[src/rtl/approx_adder_pkg.sv]
// Shared definitions for the approximate-adder pipeline.
//   MODE_EXACT / MODE_LOA : values of the mode input
//   add_mode_e            : typed view of the mode bit
//   DEF_*                 : default parameter values for approx_adder_pipe
package approx_adder_pkg;

  localparam logic MODE_EXACT = 1'b0;
  localparam logic MODE_LOA   = 1'b1;

  typedef enum logic {
    ADD_EXACT = MODE_EXACT,
    ADD_LOA   = MODE_LOA
  } add_mode_e;

  localparam int unsigned DEF_WIDTH       = 8;
  localparam int unsigned DEF_APPROX_BITS = 4;
  localparam int unsigned DEF_CNT_W       = 16;

endpackage

[src/rtl/loa_lower.sv]
// Lower-part adder of the approximate adder (purely combinational).
//   a_lo_i, b_lo_i : low K operand bits (width 1 when K=0, then ignored)
//   mode_i         : 0 = exact, 1 = lower-part OR
//   l_o            : lower result bits
//   ck_o           : carry into the upper part
module loa_lower
  import approx_adder_pkg::*;
#(
  parameter int unsigned K = DEF_APPROX_BITS,
  localparam int unsigned LW = (K > 0) ? K : 1
) (
  input  logic [LW-1:0] a_lo_i,
  input  logic [LW-1:0] b_lo_i,
  input  logic          mode_i,
  output logic [LW-1:0] l_o,
  output logic          ck_o
);

  if (K == 0) begin : g_none
    logic unused_in;
    assign unused_in = ^{a_lo_i, b_lo_i, mode_i};
    assign l_o       = '0;
    assign ck_o      = 1'b0;
  end else begin : g_lower
    logic [K:0] exact_sum;

    always_comb begin
      exact_sum = {1'b0, a_lo_i} + {1'b0, b_lo_i};
      l_o       = exact_sum[K-1:0];
      ck_o      = exact_sum[K];
      if (add_mode_e'(mode_i) == ADD_LOA) begin
        l_o  = a_lo_i | b_lo_i;
        // Carry guessed from the top lower bits only.
        ck_o = a_lo_i[K-1] & b_lo_i[K-1];
      end
    end
  end

endmodule

[src/rtl/approx_adder_pipe.sv]
// Two-stage pipelined lower-part-OR approximate adder with error counter.
//   clk, rst            : clock, synchronous active-high reset
//   in_valid/in_ready   : operand handshake (a, b, mode)
//   out_valid/out_ready : result handshake (sum, sum_err)
//   sum                 : WIDTH+1 bit result including carry-out
//   sum_err             : result differs from the exact a+b
//   err_clr / err_cnt   : clear / saturating count of delivered errors
module approx_adder_pipe
  import approx_adder_pkg::*;
#(
  parameter int unsigned WIDTH       = DEF_WIDTH,
  parameter int unsigned APPROX_BITS = DEF_APPROX_BITS,
  parameter int unsigned CNT_W       = DEF_CNT_W
) (
  input  logic             clk,
  input  logic             rst,
  input  logic             in_valid,
  output logic             in_ready,
  input  logic [WIDTH-1:0] a,
  input  logic [WIDTH-1:0] b,
  input  logic             mode,
  output logic             out_valid,
  input  logic             out_ready,
  output logic [WIDTH:0]   sum,
  output logic             sum_err,
  input  logic             err_clr,
  output logic [CNT_W-1:0] err_cnt
);

  localparam int unsigned K  = APPROX_BITS;
  localparam int unsigned LW = (K > 0) ? K : 1;
  localparam int unsigned HW = (WIDTH > K) ? WIDTH - K : 1;

  logic             adv;

  logic [LW-1:0]    a_lo_d, b_lo_d, l_d;
  logic             ck_d;
  logic [HW-1:0]    a_hi_d, b_hi_d;
  logic [WIDTH:0]   exact_d;

  logic             s1_valid_q;
  logic             mode_q;
  logic [LW-1:0]    l_q;
  logic             ck_q;
  logic [HW-1:0]    a_hi_q, b_hi_q;
  logic [WIDTH:0]   exact_q;

  logic [WIDTH:0]   sum_d;
  logic             err_d;
  logic             out_valid_q;
  logic [WIDTH:0]   sum_q;
  logic             sum_err_q;
  logic [CNT_W-1:0] err_cnt_q;

  // Both stages move together; depends only on registered state and out_ready.
  assign adv      = !out_valid_q | out_ready;
  assign in_ready = adv;

  if (K == 0) begin : g_split_k0
    assign a_lo_d = '0;
    assign b_lo_d = '0;
    assign a_hi_d = a;
    assign b_hi_d = b;
  end else if (K == WIDTH) begin : g_split_kw
    assign a_lo_d = a;
    assign b_lo_d = b;
    assign a_hi_d = '0;
    assign b_hi_d = '0;
  end else begin : g_split
    assign a_lo_d = a[K-1:0];
    assign b_lo_d = b[K-1:0];
    assign a_hi_d = a[WIDTH-1:K];
    assign b_hi_d = b[WIDTH-1:K];
  end

  loa_lower #(.K(K)) u_lower (
    .a_lo_i (a_lo_d),
    .b_lo_i (b_lo_d),
    .mode_i (mode),
    .l_o    (l_d),
    .ck_o   (ck_d)
  );

  assign exact_d = {1'b0, a} + {1'b0, b};

  // Stage 1
  always_ff @(posedge clk) begin
    if (rst) begin
      s1_valid_q <= 1'b0;
      mode_q     <= MODE_EXACT;
      l_q        <= '0;
      ck_q       <= 1'b0;
      a_hi_q     <= '0;
      b_hi_q     <= '0;
      exact_q    <= '0;
    end else if (adv) begin
      s1_valid_q <= in_valid;
      mode_q     <= mode;
      l_q        <= l_d;
      ck_q       <= ck_d;
      a_hi_q     <= a_hi_d;
      b_hi_q     <= b_hi_d;
      exact_q    <= exact_d;
    end
  end

  if (K == 0) begin : g_join_k0
    logic unused_l;
    assign unused_l = ^l_q;
    assign sum_d    = {1'b0, a_hi_q} + {1'b0, b_hi_q} + {{WIDTH{1'b0}}, ck_q};
  end else if (K == WIDTH) begin : g_join_kw
    logic unused_hi;
    assign unused_hi = ^{a_hi_q, b_hi_q};
    assign sum_d     = {ck_q, l_q};
  end else begin : g_join
    logic [HW:0] hi_sum;
    assign hi_sum = {1'b0, a_hi_q} + {1'b0, b_hi_q} + {{HW{1'b0}}, ck_q};
    assign sum_d  = {hi_sum, l_q};
  end

  // Exact mode matches exact_q by construction; gating by mode_q keeps that explicit.
  assign err_d = (mode_q == MODE_LOA) && (sum_d != exact_q);

  // Stage 2
  always_ff @(posedge clk) begin
    if (rst) begin
      out_valid_q <= 1'b0;
      sum_q       <= '0;
      sum_err_q   <= 1'b0;
    end else if (adv) begin
      out_valid_q <= s1_valid_q;
      sum_q       <= sum_d;
      sum_err_q   <= err_d;
    end
  end

  // Error counter: clear wins over a simultaneous increment
  always_ff @(posedge clk) begin
    if (rst || err_clr) begin
      err_cnt_q <= '0;
    end else if (out_valid_q && out_ready && sum_err_q && (err_cnt_q != '1)) begin
      err_cnt_q <= err_cnt_q + 1'b1;
    end
  end

  assign out_valid = out_valid_q;
  assign sum       = sum_q;
  assign sum_err   = sum_err_q;
  assign err_cnt   = err_cnt_q;

endmodule

[config.mk]
export PLATFORM = sky130hd
export DESIGN_NAME = approx_adder_pipe
export DESIGN_NICKNAME = d
export VERILOG_FILES = /design/src/rtl/approx_adder_pkg.sv /design/src/rtl/loa_lower.sv /design/src/rtl/approx_adder_pipe.sv
export SDC_FILE = /design/constraint.sdc
export NUM_CORES = 1
export LEC_CHECK = 0
export ABC_AREA = 1
export CORE_ASPECT_RATIO = 1.25
export CORE_MARGIN = 4
export CORE_UTILIZATION = 53
export CTS_CLUSTER_SIZE = 24
export DETAILED_ROUTE_END_ITERATION = 8
export PLACE_DENSITY = 0.8
export SYNTH_ARGS = -nofsm -noshare
export SYNTH_HDL_FRONTEND = slang
export SYNTH_SLANG_ARGS = --single-unit
[constraint.sdc]
create_clock -name clk -period 2.6 [get_ports clk]
set_input_delay 0.52 -clock clk [delete_from_list [all_inputs] [get_ports clk]]
set_output_delay 0.52 -clock clk [all_outputs]
set_load 0.02 [all_outputs]
=== Yosys cells after proc, flatten, opt, wreduce, memory -nomap -nowiden ===
Index checks and enable logic that the tools add are counted.

* $add $sub $neg: 5
* Eq/ne operators: 2
* Mux-type cells: 2
* Bitwise gates (word level): 3
* Reduce and logical (&&, ||, !) cells: 6

{| class="wikitable"
|+ Operators by type and width
! kind !! number
|-
| adder 16 x 1 -> 16 bit (second input constant) || 1
|-
| inequality test 16 bit (second input constant) || 1
|-
| adder 4 x 4 -> 5 bit || 2
|-
| adder 8 x 8 -> 9 bit || 1
|-
| inequality test 9 bit || 1
|-
| adder 5 x 1 -> 5 bit || 1
|-
| logical AND 1 bit || 4
|-
| two-way mux 4 bit || 1
|-
| bitwise OR 4 bit || 1
|-
| bitwise AND 1 bit || 1
|-
| logical NOT 1 bit || 1
|-
| logical OR 1 bit || 1
|-
| two-way mux 1 bit || 1
|-
| bitwise OR 1 bit || 1
|}

* Bits in registers: 51
* Input bits: 22
* Output and inout port bits: 28
* Word-level logic and storage cells: 29

=== Logic depth before layout (Yosys ltp) ===
Gate-level depths: netlist of the first run.

* Word-level depth: 4
* Mapped depth: 12
* Mapped depth without buffers: 12

=== Cells and area by module ===
Synthesis of the first run repeated with hierarchy kept, for this count alone.

* Cells, all modules: 442
* Area total of the unflattened synthesis: 3076.7 um2

{| class="wikitable"
|+ By module, submodules not included
! module !! times used !! cells each !! area an instance (um2) !! seq. area each (um2)
|-
| approx_adder_pipe || 1 || 399 || 2816.5 || 1021.0
|-
| loa_lower || 1 || 43 || 260.2 || 0.0
|}

=== Worst setup path after synthesis of the first run ===
Ideal clock, no wire load.

* Path kind: register to register
* Start: register ck_q
* End: register sum_err_q (netlist: sum_err)
* Library setup time: 138 ps
* Arrival: 1749 ps
* Data required time: 2462 ps
* Path slack: 714 ps
* Stages on the path, launching flop included: 12
* Cells stage by stage: dfxtp_1 > fa_1 > inv_1 > fa_1 > nand2_1 > nand2_1 > nor2_1 > nand2_1 > nor2_1 > nand3_1 > nand2_1 > a21oi_1

* Word-level cells in the longest chain between the ends: 3

{| class="wikitable"
|+ Ends and longest elaborated chain
! item !! line !! RTL
|-
| from (decl) || approx_adder_pipe.sv:44 || <nowiki>logic ck_q;</nowiki>
|-
| from (signal assigned) || approx_adder_pipe.sv:100 || <nowiki>ck_q <= ck_d;</nowiki>
|-
| adder 5 x 1 -> 5 bit || approx_adder_pipe.sv:117 || <nowiki>assign hi_sum = {1'b0, a_hi_q} + {1'b0, b_hi_q} + {{HW{1'b0}}, ck_q};</nowiki>
|-
| inequality test 9 bit || approx_adder_pipe.sv:122 || <nowiki>assign err_d = (mode_q == MODE_LOA) && (sum_d != exact_q);</nowiki>
|-
| logical AND 1 bit || approx_adder_pipe.sv:122 ||
|-
| to (signal assigned) || approx_adder_pipe.sv:133 || <nowiki>sum_err_q <= err_d;</nowiki>
|-
| to (decl) || approx_adder_pipe.sv:52 || <nowiki>logic sum_err_q;</nowiki>
|}

Every way passes these cells.
A chain may end at the register's enable or synchronous reset.

=== Final worst setup path of the first run ===
* Start: input out_ready
* End: output in_ready

* Word-level cells in the longest chain between the ends: 1

{| class="wikitable"
|+ Ends and longest elaborated chain
! item !! line !! RTL
|-
| from (decl) || approx_adder_pipe.sv:23 || <nowiki>input logic out_ready,</nowiki>
|-
| bitwise OR 1 bit || approx_adder_pipe.sv:56 || <nowiki>assign adv = !out_valid_q | out_ready;</nowiki>
|-
| to (decl) || approx_adder_pipe.sv:18 || <nowiki>output logic in_ready,</nowiki>
|}

Every way passes these cells.

==> results of run 1 <==
final timing paths:
check        slack (ns)  depth (start not counted)           to        from
min                0.45                          2   s1_valid_q  s1_valid_q
min reg2reg        0.45                          2   s1_valid_q  s1_valid_q
max                0.37                          4     in_ready   out_ready
max reg2reg        0.46                          8  err_cnt[12]  err_cnt[0]
stage by stage:
step | std cells | worst slack (ns) | util [%] | area, um2
2_1_floorplan | 416 | 0.714 | - | 2920
3_3_place_gp | 522 | 0.252 | 64.2 | 3470
3_5_place_dp | 522 | 0.229 | 64.2 | 3470
4_1_cts | 530 | 0.357 | 66.0 | 3570
5_1_grt | 530 | 0.264 | 66.0 | 3570
6_report | 530 | 0.366 | 66.0 | 3570
worst max-delay path: cells and delay by family:
family	cells	cell delay [ns]
buffers and inverters	3	1.05
AND/OR/NAND/NOR	1	0.14
registers in the layout (all words and copies together) (netlist names):
signal / flops
a_hi_q: 4
out_valid: 1
exact_q: 9
sum: 9
ck_q: 1
mode_q: 1
err_cnt: 16
l_q: 4
sum_err: 1
b_hi_q: 4
s1_valid_q: 1
routing by layer:
metal | vias up | global-route usage [%]
met5 | - | 0
met1 | 1247 | 23.2
met2 | 67 | 34.6
met3 | 9 | 2.99
met4 | 0 | 6.82
li1 | 1427 | -
layout by cell type, fill, tap and decap left out:
master	Yosys	final
a21o_1	1	1
xor2_1	9	9
clkinv_4	0	1
xnor2_1	6	6
clkbuf_8	0	6
a31oi_1	1	1
buf_4	0	7
clkbuf_1	12	1
ha_1	16	16
o221ai_1	1	1
nor3_1	6	6
a21oi_2	8	8
inv_1	66	66
nand2_1	89	89
fa_1	3	3
nor2_2	1	1
clkdlybuf4s50_1	0	49
nor2_1	39	39
o21ai_0	30	30
o21bai_1	2	2
mux2i_1	1	1
nand3_1	24	24
o21ai_2	1	1
nand2_2	3	3
nor3b_1	1	1
o21a_1	1	1
dfxtp_1	51	51
a21oi_1	28	28
nor3_2	1	1
clkinv_1	1	1
nand3b_1	1	1
o211ai_1	6	6
nand4_1	4	4
a22o_1	1	1
layout make-up:
type	count	share of cell area, %
Clock buffer	7	2.42
Clock inverter	1	0.246
Inverter	67	7.05
Multi-Input combinational cell	284	44.2
Sequential cell	51	28.6
Tap cell	64	2.25
Timing Repair Buffer	56	15.2
report_power, final:
part,internal [mW],switching [mW],leakage [nW]
Sequential,0.834,0.0325,0.420
Clock,0.219,0.260,0.0484
Combinational,0.163,0.200,1.09
kinds of logic after synthesis:
| logic type | count (synthesis) |
|---|---|
| AND/OR/NAND/NOR | 169 |
| buffers and inverters | 81 |
| AO/OA/AOI/OAI | 80 |
| flip-flops | 51 |
| adder cells (fa/ha/maj) | 19 |
| XOR/XNOR | 15 |
| multiplexers | 1 |
synth_stat cells (2+ instances only):
cell type	instances	area [um2]
nand2_1	89	334
inv_1	66	248
dfxtp_1	51	1020
nor2_1	39	146
o21ai_0	30	150
a21oi_1	28	140
nand3_1	24	120
ha_1	16	200
clkbuf_1	12	45.0
xor2_1	9	78.8
a21oi_2	8	70.1
nor3_1	6	30.0
o211ai_1	6	45.0
xnor2_1	6	52.6
nand4_1	4	25.0
fa_1	3	60.1
nand2_2	3	18.8
o21bai_1	2	15.0
==> results.py, run 1 <==
metrics = {
    "drt": {
        "ant_nets": 0,
        "via_per_inst": 5.19,
        "routed.top_layer": "met4",
        "avgRoutedWirePerCell_um": 11.8,
        "dr.pass1.iters": 4,
        "vias": 2750,
        "wl_met2_um": 3270,
        "route.detailed.drc": 0,
        "wirelength_um": 6280,
        "met1Wirelength_um": 2620,
        "met3WireLength_um": 282,
        "first_iter_violations": 156,
    },
    "yosys": {
        "synth_cells": 416,
        "syn_area_per_cell_um2": 7.03,
        "syn_nets": 457,
        "yosysUniqueCellTypes": 32,
        "synth-compound-area-share_pct": 16.0,
        "synth.area.mux_share_pct": 0.342,
        "synth_top_family_by_area": "simple AND/OR/NAND/NOR gates",
        "synth_xor_area_share_pct": 4.49,
        "synth-simple-area-share_pct": 24.1,
        "ys_seq_area_share_pct": 34.9,
        "synth-edff-count": 0,
        "async_flop_share_pct": 0,
        "syn_area_mm2": 0.00292,
        "synthAdderAreaFrac_pct": 8.90,
        "ys_seq_elements": 51,
        "ys_warn_count": 0,
        "ys.flop_type": "dfxtp_1",
    },
    "place": {
        "dp_hpwl_um": 4810,
        "portBuffers": 49,
        "place.gp.congestion": 0.910,
    },
    "global_route": {
        "grt_pass1_wl_um": 10800,
        "grt_pass1_vias": 2576,
        "grt.total_usage_pct": 19.6,
        "antenna_found_initial": 0,
        "globalRouteOverflowTotal": 0,
        "grt_max_degree": 43,
    },
    "worst_setup_path": {
        "cpMaxStageDelayCell": "clkdlybuf4s50_1",
        "crit_path_start_kind": "input port",
        "worstSetupPathType": "in -> out",
        "worst_path_most_repeated_cell": "clkdlybuf4s50_1",
        "worstPathMaxFanout": 2,
        "cp_data_arrival_time_ns": 1.71,
        "cp_cell_sequence": "clkdlybuf4s50_1, nor2_2, clkinv_1, clkdlybuf4s50_1",
        "crit_path_end_kind": "output pin",
        "max_stage_delay_ns": 0.54,
        "cp.required_ns": 2.08,
    },
    "timing": {
        "worst-slew-pin-transition_ns": 0.530,
        "final.min_clock_period_ns": 2.23,
        "fin_skew_ns": 0.0108,
        "period_share_pct": 85.9,
        "max-slew-margin-rel_pct": 64.6,
        "drv_slew": 0,
        "max_freq_ghz": 0.448,
        "tns_ns": 0,
        "finalSetupViolCount": 0,
        "rsz0062_at_grt": "false",
        "whs_ns": 0.453,
        "hold_violations": 0,
    },
    "clocking": {
        "h-tree-depth": 2,
        "clk_pin_slew_ns": 0.09,
        "post_cts_buffers": 0,
        "cts_num_sinks": 51,
        "clk_latency_ns": 0.30,
        "clock_path_buffers": 2,
        "cts_hold_buf": 0,
        "cts_buffers": 5,
        "tritoncts": "done",
        "ctsResizeCount": 0,
        "ctsRootBufferMaster": "clkbuf_8",
    },
    "run_status": {
        "outcome": "finished clean",
    },
    "pwr": {
        "power.total_mw": 1.71,
        "leakage_nw": 1.56,
        "power_density_mw_per_mm2": 479,
        "ir_worst_vdd_uv": 314,
    },
    "cells_and_area": {
        "nNetsFinal": 506,
        "layout-drive-gt1-share_pct": 6.01,
        "multi_input_area_mm2": 0.00158,
        "regArea_mm2": 0.00102,
        "nFillCells": 502,
        "diodes": 0,
        "syn_to_final_growth_pct": 22.0,
    },
    "floorplan": {
        "core-area_mm2": 0.00541,
        "die_width_um": 74.4,
        "initial_core_util_pct": 54.1,
        "die-area_mm2": 0.00678,
        "pin_count": 50,
        "row_count": 30,
        "fp.dieH_um": 91.0,
    },
    "flow_run": {
        "maxCapViolations": 0,
    },
    "worst_hold_path": {
        "min_path_type": "reg -> reg",
    },
}
Note: power is estimated with default switching activity, not from simulation.
==> inputs of run 2 (changes only) <==
--- a/config.mk
+++ b/config.mk
@@ -9,9 +9,10 @@
 export CORE_ASPECT_RATIO = 1.25
 export CORE_MARGIN = 4
 export CORE_UTILIZATION = 53
-export CTS_CLUSTER_SIZE = 24
+export CTS_CLUSTER_SIZE = 8
 export DETAILED_ROUTE_END_ITERATION = 8
 export PLACE_DENSITY = 0.8
 export SYNTH_ARGS = -nofsm -noshare
 export SYNTH_HDL_FRONTEND = slang
 export SYNTH_SLANG_ARGS = --single-unit
+export TNS_END_PERCENT = 1
==> results of run 2 <==
No change in the layout: final DEF, timing and power equal those of run 1.
==> inputs of run 3 (changes only) <==
--- a/config.mk
+++ b/config.mk
@@ -11,6 +11,7 @@
 export CORE_UTILIZATION = 53
 export CTS_CLUSTER_SIZE = 8
 export DETAILED_ROUTE_END_ITERATION = 8
+export GPL_TIMING_DRIVEN = 0
 export PLACE_DENSITY = 0.8
 export SYNTH_ARGS = -nofsm -noshare
 export SYNTH_HDL_FRONTEND = slang
==> run 3 against run 2 <==
  * Via count is 1.4% higher
  * Clock power increased by 18%
  * Clock skew is 0.0076 ns lower
  * Sequential share of layout area fell by 0.26 points
  * Hold slack gained 0.021 ns
  * Flip-flop and latch count stayed put
  * Critical path depth unchanged
  * Wire length rose by 7.7%
  * Combinational power hardly changed
  * Sequential power hardly changed
  * Core utilization rose by 0.60 points
  * Critical path type unchanged
==> results.py, run 3 (synthesis gave the netlist of run 1 again) <==
metrics = {
    "cells_and_area": {
        "layout-drive-gt1-share_pct": 5.31,
        "syn_to_final_growth_pct": 23.1,
        "nNetsFinal": 511,
        "largest_reg_flops": 16,
        "final_cell_mix": "nand2_1, inv_1, dfxtp_1, clkdlybuf4s50_1, nor2_1",
        "diodes": 0,
        "final_common_cell": "nand2_1",
    },
    "floorplan": {
        "die-area_mm2": 0.00678,
        "initial_core_util_pct": 54.1,
        "fp.dieH_um": 91.0,
        "pin_count": 50,
        "core-area_mm2": 0.00541,
        "row_count": 30,
        "die_width_um": 74.4,
    },
    "timing": {
        "tns_ns": 0,
        "rsz0062_at_grt": "false",
        "final.min_clock_period_ns": 2.41,
        "max-slew-margin-rel_pct": 53.6,
        "finalSetupViolCount": 0,
        "drv_slew": 0,
        "worst-slew-pin-transition_ns": 0.696,
        "whs_ns": 0.474,
        "fin_skew_ns": 0.00323,
        "period_share_pct": 92.6,
        "hold_violations": 0,
        "max_freq_ghz": 0.416,
    },
    "global_route": {
        "globalRouteOverflowTotal": 0,
        "grt_max_degree": 17,
        "antenna_found_initial": 0,
        "use_met3_pct": 3.32,
        "met1_usage_pct": 22.3,
        "grt_pass1_vias": 2717,
        "gr-usage-met2_pct": 38.6,
        "grt.busiest_layer": "met2",
        "grt_pass1_wl_um": 11400,
        "grt.total_usage_pct": 21.1,
    },
    "run_status": {
        "outcome": "finished clean",
    },
    "worst_setup_path": {
        "cp_cell_sequence": "clkdlybuf4s50_1, nor2_4, clkinv_2, dlygate4sd2_1",
        "cp.required_ns": 2.08,
        "crit_start": "out_ready",
        "worstPathMaxFanout": 16,
        "reg2regPathDepth": 11,
        "max_stage_delay_ns": 0.46,
        "cpMaxStageDelayCell": "clkdlybuf4s50_1",
        "crit_path_start_kind": "input port",
        "crit_buf_inv": 3,
        "rrSetupSlack_ns": 0.50,
        "r2r_start": "ck_q",
        "critical_path.top_delay_family": "buffers and inverters",
        "cp_data_arrival_time_ns": 1.89,
        "crit_path_end_kind": "output pin",
        "r2r_end": "sum_err",
        "worstSetupPathType": "in -> out",
    },
    "pwr": {
        "leakage_nw": 1.56,
        "power_density_mw_per_mm2": 500,
        "ir_worst_vdd_uv": 328,
    },
    "drt": {
        "first_iter_violations": 94,
        "route.detailed.drc": 0,
        "ant_nets": 0,
        "avgRoutedWirePerCell_um": 12.6,
        "wirelength_um": 6760,
        "dr.pass1.iters": 4,
        "vias": 2788,
        "via_per_inst": 5.21,
    },
    "worst_hold_path": {
        "min_to": "s1_valid_q",
        "whs_path_depth": 2,
        "min_path_type": "reg -> reg",
        "worstHoldStart": "s1_valid_q",
    },
    "clocking": {
        "ctsRootBufferMaster": "clkbuf_8",
        "cts_num_sinks": 51,
        "post_cts_buffers": 0,
        "clk_pin_slew_ns": 0.10,
        "h-tree-depth": 2,
        "clk_latency_ns": 0.31,
        "clock_path_buffers": 2,
        "cts_buffers": 5,
        "tritoncts": "done",
    },
    "place": {
        "place.gp.congestion": 0.931,
        "portBuffers": 48,
        "dp_hpwl_um": 5220,
    },
    "flow_run": {
        "maxCapViolations": 0,
    },
}
==> run 3: cell count changes in the layout (fill, tap and decap cells not counted) <==
| cell | delta |
|---|---|
| clkbuf_1 | +10 |
| buf_4 | -7 |
| clkdlybuf4s50_1 | -2 |
| clkinv_2 | +2 |
| buf_12 | +1 |
| buf_6 | +1 |
| bufinv_16 | +1 |
| clkbuf_8 | -1 |
| clkinv_1 | -1 |
| dlygate4sd2_1 | +1 |
| nor2_2 | -1 |
| nor2_4 | +1 |
==> run 3: layout make-up <==
type,instances,area [um2]
inverter,67,253
buffer,13,72.6
sequential,51,1020
clock inverter,3,43.8
multi-input combinational,284,1580
tap,64,80.1
clock buffer,5,68.8
fill,484,1810
timing repair buffer,48,479
==> run 3: what timing repair did <==
item,in CTS,in global routing
gates resized for setup,3,0
setup endpoints to repair,1,0
hold endpoints to repair,0,0
hold buffers,0,0
==> run 3: report_power, final <==
group	switching, mW	internal, mW
sequential	0.0339	0.834
combinational	0.204	0.160
clock	0.280	0.287
total	0.518	1.28
==> run 3: how the worst max path moves through the flow <==
stage	end	depth (start not counted)
2_1_floorplan	sum_err	11
3_3_place_gp	in_ready	5
3_5_place_dp	in_ready	5
4_1_cts	in_ready	4
5_1_grt	in_ready	4
6_report	in_ready	4
==> run 3: tightest hold or removal path, stage by stage, from the launching register on <==
cell and delay, ns:
dfxtp_1 0.32, inv_1 0.06, a21oi_1 0.06
==> run 3: through the flow <==
step	setup slack [ns]	instances	util, %	power, mW	area (um2)
after global placement	-0.458	528	64.5	1.24	3480
after CTS	0.194	535	66.6	1.81	3600
final	0.193	535	66.6	1.80	3600
after global routing	0.146	535	66.6	1.90	3600
after detailed placement	-0.435	528	64.5	1.25	3480
after floorplan	0.714	416	-	1.12	2920
==> run 3: metal layers <==
metal  vias up  share of wire, %
met4         0               3.4
met3        18               4.6
met1      1253                40
met2        84                52
li1       1433                 -
met5         -                 0
